$ cat src/rtl/mem_arbiter.sv
// Arbiter and sequencer sharing one data-memory port between instruction fetch and load/store.
// Data wins by default; a saturating starvation counter forces a fetch grant after STARVE_MAX.
module mem_arbiter #(
  parameter int unsigned MEM_LAT    = 1,
  parameter int unsigned STARVE_MAX = 4
) (
  input  logic        clk,
  input  logic        reset,
  input  logic        if_req,
  input  logic [31:0] if_addr,
  output logic        if_gnt,
  output logic        if_rvalid,
  output logic [31:0] if_rdata,
  input  logic        d_req,
  input  logic        d_we,
  input  logic [31:0] d_addr,
  input  logic [31:0] d_wdata,
  output logic        d_gnt,
  output logic        d_rvalid,
  output logic [31:0] d_rdata,
  output logic        mem_write_en,
  output logic [31:0] mem_addr,
  output logic [31:0] mem_write_data,
  input  logic [31:0] mem_read_data,
  output logic        busy
);

  localparam logic [3:0] StarveMax = 4'(STARVE_MAX);
  localparam logic [3:0] LastWait  = 4'(MEM_LAT - 1);

  typedef enum logic [1:0] {StIdle, StIssue, StRwait, StResp} state_e;

  state_e     state_q;
  logic       owner_d_q;  // 1: the transaction in flight belongs to the data port
  logic [3:0] wait_q;
  logic [3:0] starve_q;

  logic arb_point;
  logic pick_if;
  logic pick_d;

  // A store frees the port at the end of its ISSUE cycle, so it is also an arbitration point.
  always_comb begin
    arb_point = (state_q == StIdle) || (state_q == StResp) ||
                ((state_q == StIssue) && mem_write_en);
    pick_if   = if_req && (!d_req || (starve_q == StarveMax));
    pick_d    = d_req && !pick_if;
  end

  always_ff @(posedge clk) begin
    if (reset) begin
      state_q        <= StIdle;
      owner_d_q      <= 1'b0;
      wait_q         <= 4'd0;
      starve_q       <= 4'd0;
      if_gnt         <= 1'b0;
      d_gnt          <= 1'b0;
      if_rvalid      <= 1'b0;
      d_rvalid       <= 1'b0;
      if_rdata       <= 32'd0;
      d_rdata        <= 32'd0;
      mem_write_en   <= 1'b0;
      mem_addr       <= 32'd0;
      mem_write_data <= 32'd0;
      busy           <= 1'b0;
    end else begin
      if_gnt    <= 1'b0;
      d_gnt     <= 1'b0;
      if_rvalid <= 1'b0;
      d_rvalid  <= 1'b0;
      if (arb_point) begin
        mem_write_en <= 1'b0;
        if (pick_if || pick_d) begin
          state_q      <= StIssue;
          busy         <= 1'b1;
          owner_d_q    <= pick_d;
          if_gnt       <= pick_if;
          d_gnt        <= pick_d;
          mem_addr     <= pick_d ? d_addr : if_addr;
          mem_write_en <= pick_d & d_we;
          if (pick_d) begin
            mem_write_data <= d_wdata;
          end
          if (pick_if || !if_req) begin
            starve_q <= 4'd0;
          end else if (starve_q < StarveMax) begin
            starve_q <= starve_q + 4'd1;
          end
        end else begin
          state_q <= StIdle;
          busy    <= 1'b0;
        end
      end else begin
        unique case (state_q)
          StIssue: begin
            state_q <= StRwait;
            wait_q  <= LastWait;
          end
          StRwait: begin
            if (wait_q == 4'd0) begin
              state_q <= StResp;
              if (owner_d_q) begin
                d_rdata  <= mem_read_data;
                d_rvalid <= 1'b1;
              end else begin
                if_rdata  <= mem_read_data;
                if_rvalid <= 1'b1;
              end
            end else begin
              wait_q <= wait_q - 4'd1;
            end
          end
          default: ;
        endcase
      end
    end
  end

endmodule

$ cat config.mk
export PLATFORM = sky130hd
export DESIGN_NAME = mem_arbiter
export DESIGN_NICKNAME = d
export VERILOG_FILES = /design/src/rtl/mem_arbiter.sv
export SDC_FILE = /design/constraint.sdc
export NUM_CORES = 1
export LEC_CHECK = 0
export CAP_MARGIN = 15
export CORE_UTILIZATION = 41
export DETAILED_ROUTE_END_ITERATION = 8
export PLACE_DENSITY = 0.77
export SYNTH_ARGS = -nofsm -noshare
export SYNTH_HDL_FRONTEND = slang
export SYNTH_SLANG_ARGS = --single-unit
$ cat constraint.sdc
create_clock -name clk -period 2.5 [get_ports clk]
set_input_delay 0.375 -clock clk [delete_from_list [all_inputs] [get_ports clk]]
set_output_delay 0.375 -clock clk [all_outputs]
set_load 0.01 [all_outputs]
==> impl_metrics.py, run 1 <==
metrics = {
    "yosys": {
        "async_flop_share_pct": 0,
        "synth_edf_count": 0,
        "yosysSeqAreaShare_pct": 51.98,
        "synthTopCellsByArea": "dfxtp_1 52%, nand2_1 16%, a21oi_1 12%",
        "ys_ff_latch": 145,
        "syn_inst": 699,
        "synth_area_leader_cell": "dfxtp_1",
        "postSynthAreaPerCell_um2": 7.989,
        "synth_top_area_share_pct": 51.98,
        "ys_warn_count": 0,
        "synth_cell_types": 36,
        "syn_nets": 839,
        "synth_area_mm2": 0.005584,
        "synth-main-ff-cell": "dfxtp_1",
    },
    "floorplanning": {
        "dieHeight_um": 118.7,
        "dieArea_mm2": 0.01409,
        "die_w_um": 118.7,
        "initial_utilization_pct": 42.17,
        "core_area_mm2": 0.01324,
        "rows": 42,
        "io_pins": 267,
    },
    "sta": {
        "skew_ns": 0.005798,
        "period_needed_ns": 2.058,
        "slew_headroom_pct": 62.27,
        "worst_pin_slew_ns": 0.5659,
        "timing.hold.ws_ns": 0.3845,
        "rsz0062_at_grt": "false",
        "drv_slew": 0,
        "setup_viol": 0,
        "fin_crit_sh_pct": 82.30,
        "tns_ns": 0,
        "max_freq_mhz": 486.0,
        "hold_viol_final": 0,
    },
    "clocking": {
        "path_clk_slew_ns": 0.06,
        "cts_resized": 0,
        "cts_tree": "done",
        "post_cts.repair.setup_buffers": 0,
        "cts_buffer_depth": 2,
        "cts.sinks": 145,
        "clkLatencyLatePin_ns": 0.42,
        "cts_hold_buf": 0,
        "ctsRootBufferMaster": "clkbuf_16",
        "cts_buffers": 17,
        "htreeDepth": 4,
    },
    "critical_path": {
        "crit_required_ns": 2.84,
        "worstSetupPathType": "reg -> reg",
        "r2r_cells": 7,
        "crit_start": "state_q[0]",
        "crit_path_max_fanout": 27,
        "cp_data_arrival_time_ns": 2.40,
        "r2r-start": "state_q[0]",
        "crit_path_start_kind": "flop",
        "r2r_slack_ns": 0.44,
        "critPathCaptureType": "flop",
        "endpoint": "mem_write_data[22]",
        "r2r-end": "mem_write_data[22]",
    },
    "route": {
        "routed-via-count": 5622,
        "viasPerCell": 4.953,
        "drcViolationCount": 0,
        "postRouteAntennaNets": 0,
        "totalWireLength_um": 16660,
        "drtIter0Drc": 446,
        "dr.pass1.iters": 7,
        "wire_per_inst_um": 14.68,
    },
    "final_layout": {
        "fin_nets": 1087,
        "syn_to_final_growth_pct": 59.71,
        "antenna-diode-count": 0,
        "final_core_util_pct": 67.35,
        "final_common_cell": "clkdlybuf4s50_1",
        "most-common-layout-cells": "265 x clkdlybuf4s50_1, 232 x nand2_1, 145 x dfxtp_1",
        "final_area_mm2": 0.008919,
        "nFillCells": 1145,
        "drive_above_1_share_pct": 5.422,
    },
    "outcome": {
        "outcome": "completed",
    },
    "global_route": {
        "grt_max_degree": 62,
        "grt_pass1_wl_um": 26350,
        "antenna_found_initial": 0,
        "grt_overflow": 0,
        "grt_pass1_vias": 5419,
        "grt_usage_pct": 23.80,
    },
    "place": {
        "portBuffers": 266,
        "gp_congestion": 0.7802,
        "hpwl_um": 11480,
        "placed_area_mm2": 0.008343,
    },
    "power": {
        "power_density_mw_per_mm2": 975.4,
        "peakVddDrop_uv": 626.7,
        "power_leakage_nw": 3.255,
    },
    "worst_hold_path": {
        "hold_path_depth": 2,
        "hold_path_class": "in -> reg",
    },
    "job": {
        "drv_cap": 0,
    },
}
-- critical path, cell delays in order, from the launching register on --
cell and delay, ns:
dfxtp_1 0.36, inv_1 0.07, ha_1 0.33, a21o_1 0.35
and3_1 0.41, buf_12 0.22, nand2_1 0.08, a21oi_1 0.15
-- kinds of logic after synthesis --
family	count (synthesis)	share of synthesized area (%)
buf+inv	62	5.647
fa+ha+maj	7	1.568
mux	3	0.5825
simple gates	303	22.09
flops	145	51.98
compound gates	177	17.81
xor+xnor	2	0.3137
-- cells in the mapped netlist, types with 3 or more instances --
cell type	n
nand3_1	4
nand2_1	232
inv_1	10
buf_4	8
a21oi_1	134
or3_1	3
buf_6	4
nor2_1	41
a211oi_1	33
clkbuf_1	22
nor3_1	4
ha_1	7
dfxtp_1	145
nor3b_1	3
buf_2	18
-- worst min-delay path by stage --
stage          slack, ns            endpoint         start
2_1_floorplan       0.47         starve_q[1]   starve_q[1]
3_3_place_gp        0.44        if_rdata[13]  if_rdata[13]
3_5_place_dp        0.45        if_rdata[16]  if_rdata[16]
4_1_cts             0.37  mem_write_data[27]         reset
5_1_grt             0.38   mem_write_data[7]         reset
6_report            0.38  mem_write_data[27]         reset
-- registers in the layout, summed over array words and instances, names as in the netlist, 2 cells and up --
name,count
mem_write_data,32
state_q,2
wait_q,4
if_rdata,32
starve_q,4
d_rdata,32
mem_addr,32
-- report_power, final --
part | internal, mW | total, mW | switching [mW]
sequential | 2.76 | 3.00 | 0.240
combinational | 1.54 | 3.20 | 1.66
clock | 1.55 | 2.50 | 0.942
total | 5.86 | 8.70 | 2.84
-- through the flow --
stage / setup WS (ns) / power, mW / instances
2_1_floorplan: 0.6533 / 4.818 / 699
4_1_cts: 0.4290 / 8.778 / 1135
6_report: 0.4424 / 8.699 / 1135
3_3_place_gp: 0.4128 / 6.213 / 1104
5_1_grt: 0.2659 / 9.242 / 1135
3_5_place_dp: 0.3440 / 6.261 / 1104
-- per-layer routing --
layer / up-vias / routed length, um / GRT usage [%]
met2: 223 / 8138 / 40.90
met5: - / 0 / 0
li1: 2805 / - / -
met1: 2577 / 6874 / 27.00
met3: 17 / 1436 / 8.977
met4: 0 / 214 / 7.832
-- layout make-up --
cell class                      instances  area, um2  share of cell area [%]
Multi-Input combinational cell        492       2372                   26.60
Timing Repair Buffer                  281       2810                   31.51
Sequential cell                       145       2903                   32.55
Clock buffer                           20      436.7                   4.896
Clock inverter                         11      138.9                   1.557
Tap cell                              176      220.2                   2.469
Inverter                               10      37.54                  0.4209
Note: power is estimated with default switching activity, not from simulation.
==> run 2: changes to the inputs <==
Clock period 2.5 ns to 2.1 ns, I/O delays scaled along.
==> run 2 against run 1 <==
  * Critical path depth is 1 higher
  * Global-route usage shrank 0.31 points
  * Hold slack worse by 0.10 ns
  * Fmax increased by 6.4%
  * Core utilization up 0.63 points
  * Power increased by 20%
  * Via count fell by 0.30%
  * Sequential share of layout area decreased by 0.30 points
  * Flip-flop and latch count unchanged
  * Wire length shrank 1.7%
  * Critical path type unchanged
==> impl_metrics.py, run 2 (synthesis results as in run 1) <==
metrics = {
    "route": {
        "totalWireLength_um": 16380,
        "viasPerCell": 4.930,
        "routed-via-count": 5605,
        "drcViolationCount": 0,
        "drtIter0Drc": 381,
        "postRouteAntennaNets": 0,
        "wire_per_inst_um": 14.40,
        "dr.pass1.iters": 4,
    },
    "critical_path": {
        "cp_cell_sequence": "inv_1 -> ha_1 -> a21o_1 -> buf_4 -> nor3_4 -> buf_12 -> nand2_1 -> a21oi_1",
        "crit_path_top_delay_cell": "dfxtp_1",
        "crit_required_ns": 2.43,
        "cpPeakStageDelay_ns": 0.36,
        "cp_data_arrival_time_ns": 2.26,
        "crit_path_max_fanout": 32,
        "crit_path_start_kind": "flop",
        "worstSetupPathType": "reg -> reg",
        "critPathCaptureType": "flop",
        "r2r_cells": 8,
    },
    "sta": {
        "max_freq_mhz": 517.0,
        "worst_pin_slew_ns": 0.4310,
        "setup_viol": 0,
        "hold_viol_final": 0,
        "skew_ns": 0.008831,
        "rsz0062_at_grt": "false",
        "drv_slew": 0,
        "fin_crit_sh_pct": 92.11,
        "tns_ns": 0,
        "period_needed_ns": 1.934,
        "slew_headroom_pct": 71.27,
    },
    "worst_hold_path": {
        "hold_path_class": "in -> reg",
        "hold_path_depth": 2,
    },
    "floorplanning": {
        "die_w_um": 118.7,
        "io_pins": 267,
        "core_area_mm2": 0.01324,
        "dieHeight_um": 118.7,
        "rows": 42,
        "dieArea_mm2": 0.01409,
        "initial_utilization_pct": 42.17,
    },
    "global_route": {
        "grt_pass1_wl_um": 26060,
        "grt_overflow": 0,
        "grt_max_degree": 82,
        "grt_usage_pct": 23.48,
        "grt_pass1_vias": 5212,
        "antenna_found_initial": 0,
    },
    "outcome": {
        "outcome": "completed",
    },
    "final_layout": {
        "drive_above_1_share_pct": 5.723,
        "seqCellArea_mm2": 0.002903,
        "antenna-diode-count": 0,
        "most-common-layout-cells": "265 x clkdlybuf4s50_1, 232 x nand2_1, 145 x dfxtp_1",
        "final_common_cell": "clkdlybuf4s50_1",
        "fin_nets": 1089,
        "multi_input_area_mm2": 0.002372,
        "fin_cells": 1137,
        "nFillCells": 1146,
        "syn_to_final_growth_pct": 61.21,
    },
    "clocking": {
        "htreeDepth": 4,
        "cts_buffer_depth": 2,
        "cts_hold_buf": 0,
        "cts_resized": 0,
        "clkLatencyLatePin_ns": 0.42,
        "ctsRootBufferMaster": "clkbuf_16",
        "post_cts.repair.setup_buffers": 0,
        "cts_buffers": 17,
        "path_clk_slew_ns": 0.06,
        "cts.sinks": 145,
        "cts_tree": "done",
    },
    "power": {
        "peakVddDrop_uv": 669.5,
        "power.total_mw": 10.48,
        "power_leakage_nw": 3.290,
        "power_density_mw_per_mm2": 1164,
    },
    "place": {
        "hpwl_um": 11290,
        "gp_congestion": 0.8011,
        "portBuffers": 266,
        "placedCellCount": 1106,
    },
    "job": {
        "drv_cap": 0,
    },
}
==> run 2: metal layers <==
layer  track usage (%)  routed length, um
met1             26.02               6610
met2             40.53               7942
met3             8.832               1453
met4             9.019                370
met5                 0                  0
==> run 2: power by group <==
part | leakage, nW | switching [mW] | internal [mW]
sequential | 1.18 | 0.290 | 3.29
combinational | 1.82 | 2.01 | 1.93
clock | 0.282 | 1.13 | 1.83
total | 3.29 | 3.43 | 7.05
==> run 2: area by class of cell <==
cell class | instances | share of cell area (%)
timing repair buffer | 283 | 32.08
clock buffer | 22 | 5.268
tap | 176 | 2.446
sequential | 145 | 32.24
multi-input combinational | 492 | 26.35
clock inverter | 9 | 1.195
inverter | 10 | 0.4170
==> run 2: worst paths after layout <==
kind,startpoint,to,slack (ns)
worst max-delay path,state_q[0],if_rdata[12],0.17
worst max register to register,state_q[0],if_rdata[12],0.17
worst min-delay path,reset,if_rdata[11],0.28
worst min register to register,if_rdata[25],if_rdata[25],0.45
==> run 2: critical path, delay by kind of cell (launching register included) <==
kind,cells,cell delay (ns)
buffers and inverters,3,0.47
AND/OR/NAND/NOR,2,0.26
AO/OA/AOI/OAI,2,0.40
flip-flops,1,0.36
adder cells (fa/ha/maj),1,0.33
==> run 2: metrics by stage <==
stage,instance area (um2),hold WS [ns],utilization (%),worst slack [ns]
2_1_floorplan,5584,0.4510,-,0.2533
3_3_place_gp,8421,0.4402,63.59,0.1847
5_1_grt,9002,0.2878,67.98,0.005175
4_1_cts,9002,0.2687,67.98,0.1603
6_report,9002,0.2847,67.98,0.1658
3_5_place_dp,8421,0.4455,63.59,0.1490
==> run 3: changes to the inputs <==
Settings changed: ABC_AREA set to 1, CORE_UTILIZATION 41 to 42, PLACE_DENSITY 0.77 to 0.76.
==> run 3 against run 2 <==
  * Sequential share of layout area fell by 2.1 points
  * Non-clock buffer count grew 3
  * Clock skew is essentially flat
  * Flip-flop and latch count unchanged
  * Wire length increased by 5.7%
  * Synthesized cell count up 30%
  * Worst setup slack improved by 0.026 ns
  * Cell area grew 6.9%
  * Sequential power up 8.7%
  * Die area rose by 7.6%
  * Critical path type unchanged
  * Critical endpoint is now mem_addr[21]
  * Largest power group unchanged
==> impl_metrics.py, run 3 <==
metrics = {
    "outcome": {
        "outcome": "completed",
    },
    "yosys": {
        "synthTopCellsByArea": "dfxtp_1 47%, nor2_1 18%, nand2_1 11%",
        "synth_edf_count": 0,
        "synth_area_mm2": 0.006161,
        "postSynthAreaPerCell_um2": 6.755,
        "yosysSeqAreaShare_pct": 47.12,
        "synth-main-ff-cell": "dfxtp_1",
        "syn_nets": 1052,
        "ys_ff_latch": 145,
        "async_flop_share_pct": 0,
        "yosys-top-cells-count": "292 x nor2_1, 186 x nand2_1, 145 x dfxtp_1",
        "synth_cell_types": 27,
        "syn_inst": 912,
        "synth_area_leader_cell": "dfxtp_1",
        "synth_top_area_share_pct": 47.12,
        "ys_warn_count": 0,
        "synth_most_common_cell": "nor2_1",
    },
    "place": {
        "dp_slack_ns": 0.09381,
        "gp_congestion": 0.7944,
        "portBuffers": 266,
        "placed_area_mm2": 0.009017,
        "hpwl_um": 12500,
    },
    "final_layout": {
        "drive_above_1_share_pct": 5.156,
        "nFillCells": 1224,
        "most-common-layout-cells": "292 x nor2_1, 266 x clkdlybuf4s50_1, 186 x nand2_1",
        "final_area_mm2": 0.009620,
        "antenna-diode-count": 0,
        "syn_to_final_growth_pct": 56.15,
        "fin_nets": 1310,
        "final_common_cell": "nor2_1",
        "seqCellArea_mm2": 0.002903,
        "multi_input_area_mm2": 0.002626,
    },
    "critical_path": {
        "crit_path_start_kind": "flop",
        "critPathCaptureType": "flop",
        "worstSetupPathType": "reg -> reg",
        "path_buf_inv": 3,
        "cp_top_family": "simple AND/OR/NAND/NOR gates",
        "crit_path_top_delay_cell": "dfxtp_1",
        "cpPeakStageDelay_ns": 0.34,
        "cp_cell_sequence": "inv_1 -> ha_1 -> a21oi_4 -> buf_4 -> nor2_8 -> nand2_2 -> nand2_1 -> inv_1 -> nor2_1",
        "crit_path_max_fanout": 19,
        "cp_common_cell": "inv_1",
        "cp_data_arrival_time_ns": 2.22,
        "crit_required_ns": 2.41,
    },
    "floorplanning": {
        "dieArea_mm2": 0.01516,
        "core_area_mm2": 0.01410,
        "initial_utilization_pct": 43.71,
        "dieHeight_um": 123.1,
        "io_pins": 267,
        "die_w_um": 123.1,
        "rows": 43,
    },
    "sta": {
        "setup_viol": 0,
        "period_needed_ns": 1.908,
        "worst_pin_slew_ns": 0.3668,
        "tns_ns": 0,
        "setup_ws_ns": 0.1916,
        "hold_viol_final": 0,
        "skew_ns": 0.009111,
        "slew_headroom_pct": 75.46,
        "fin_crit_sh_pct": 90.87,
        "timing.hold.ws_ns": 0.4365,
        "rsz0062_at_grt": "false",
        "drv_slew": 0,
        "max_freq_mhz": 524.0,
    },
    "worst_hold_path": {
        "hold_path_class": "in -> reg",
    },
    "clocking": {
        "clkLatencyLatePin_ns": 0.42,
        "cts_tree": "done",
        "cts_buffer_depth": 2,
        "cts_buffers": 17,
        "cts_hold_buf": 0,
        "htreeDepth": 4,
        "post_cts.repair.setup_buffers": 0,
        "cts.sinks": 145,
        "path_clk_slew_ns": 0.06,
        "ctsRootBufferMaster": "clkbuf_16",
        "cts_resized": 0,
    },
    "global_route": {
        "antenna_found_initial": 0,
        "grt_max_degree": 66,
        "grt_overflow": 0,
        "grt_pass1_wl_um": 27370,
        "grt_pass1_vias": 5625,
        "grt_usage_pct": 23.32,
    },
    "route": {
        "viasPerCell": 4.586,
        "dr.pass1.iters": 5,
        "totalWireLength_um": 17320,
        "drcViolationCount": 0,
        "drtIter0Drc": 491,
        "wire_per_inst_um": 12.71,
        "postRouteAntennaNets": 0,
        "routed-via-count": 6251,
    },
    "job": {
        "drv_cap": 0,
    },
    "power": {
        "power_leakage_nw": 4.314,
        "peakVddDrop_uv": 618.1,
        "power_density_mw_per_mm2": 1200,
    },
}
==> run 3: cell type report <==
type | instances | share of cell area (%)
Sequential cell | 145 | 30.17
Inverter | 103 | 4.032
Clock buffer | 24 | 5.215
Timing Repair Buffer | 286 | 29.89
Tap cell | 180 | 2.341
Clock inverter | 8 | 1.053
Multi-Input combinational cell | 617 | 27.30
==> run 3: metal layers <==
metal | wire (um) | GRT usage, %
met2 | 8261 | 40.24
met1 | 7270 | 26.79
met3 | 1445 | 7.426
met4 | 340 | 8.961
met5 | 0 | 0
==> run 3: report_power, final <==
part	internal (mW)	total [mW]	switching (mW)
Clock	1.90	3.04	1.13
Sequential	3.49	3.89	0.395
Combinational	2.26	4.63	2.36
Total	7.66	11.5	3.89
==> run 3: kinds of logic after synthesis <==
logic type	after synthesis	synth area share [%]
and+or+nand+nor	532	34.28
buffers and inverters	150	10.46
DFF	145	47.12
AOI/OAI and AO/OA	77	6.580
adders and majority gates	7	1.422
xor gates and xnor gates	1	0.1422
==> run 3: worst register-to-register path, stage by stage (launching register included) <==
cell and delay, ns:
dfxtp_1 0.34, inv_1 0.08, ha_1 0.34, a21oi_4 0.23, buf_4 0.23, nor2_8 0.06
nand2_2 0.30, nand2_1 0.11, inv_1 0.08, nor2_1 0.04
==> run 3: per-stage QoR <==
| stage | power (mW) | utilization [%] | std cells |
|---|---|---|---|
| 6_report | 11.55 | 68.25 | 1363 |
| 3_3_place_gp | 8.485 | 63.97 | 1331 |
| 2_1_floorplan | 6.401 | - | 912 |
| 3_5_place_dp | 8.570 | 63.97 | 1331 |
| 5_1_grt | 12.37 | 68.25 | 1363 |
| 4_1_cts | 11.65 | 68.25 | 1363 |
==> run 3: worst paths after layout <==
path / from / end / slack, ns / cells past startpoint
min reg2reg: starve_q[3] / starve_q[3] / 0.47 / 2
max reg2reg: state_q[0] / mem_addr[21] / 0.19 / 9
max: state_q[0] / mem_addr[21] / 0.19 / 9
min: d_we / mem_write_en / 0.44 / 3
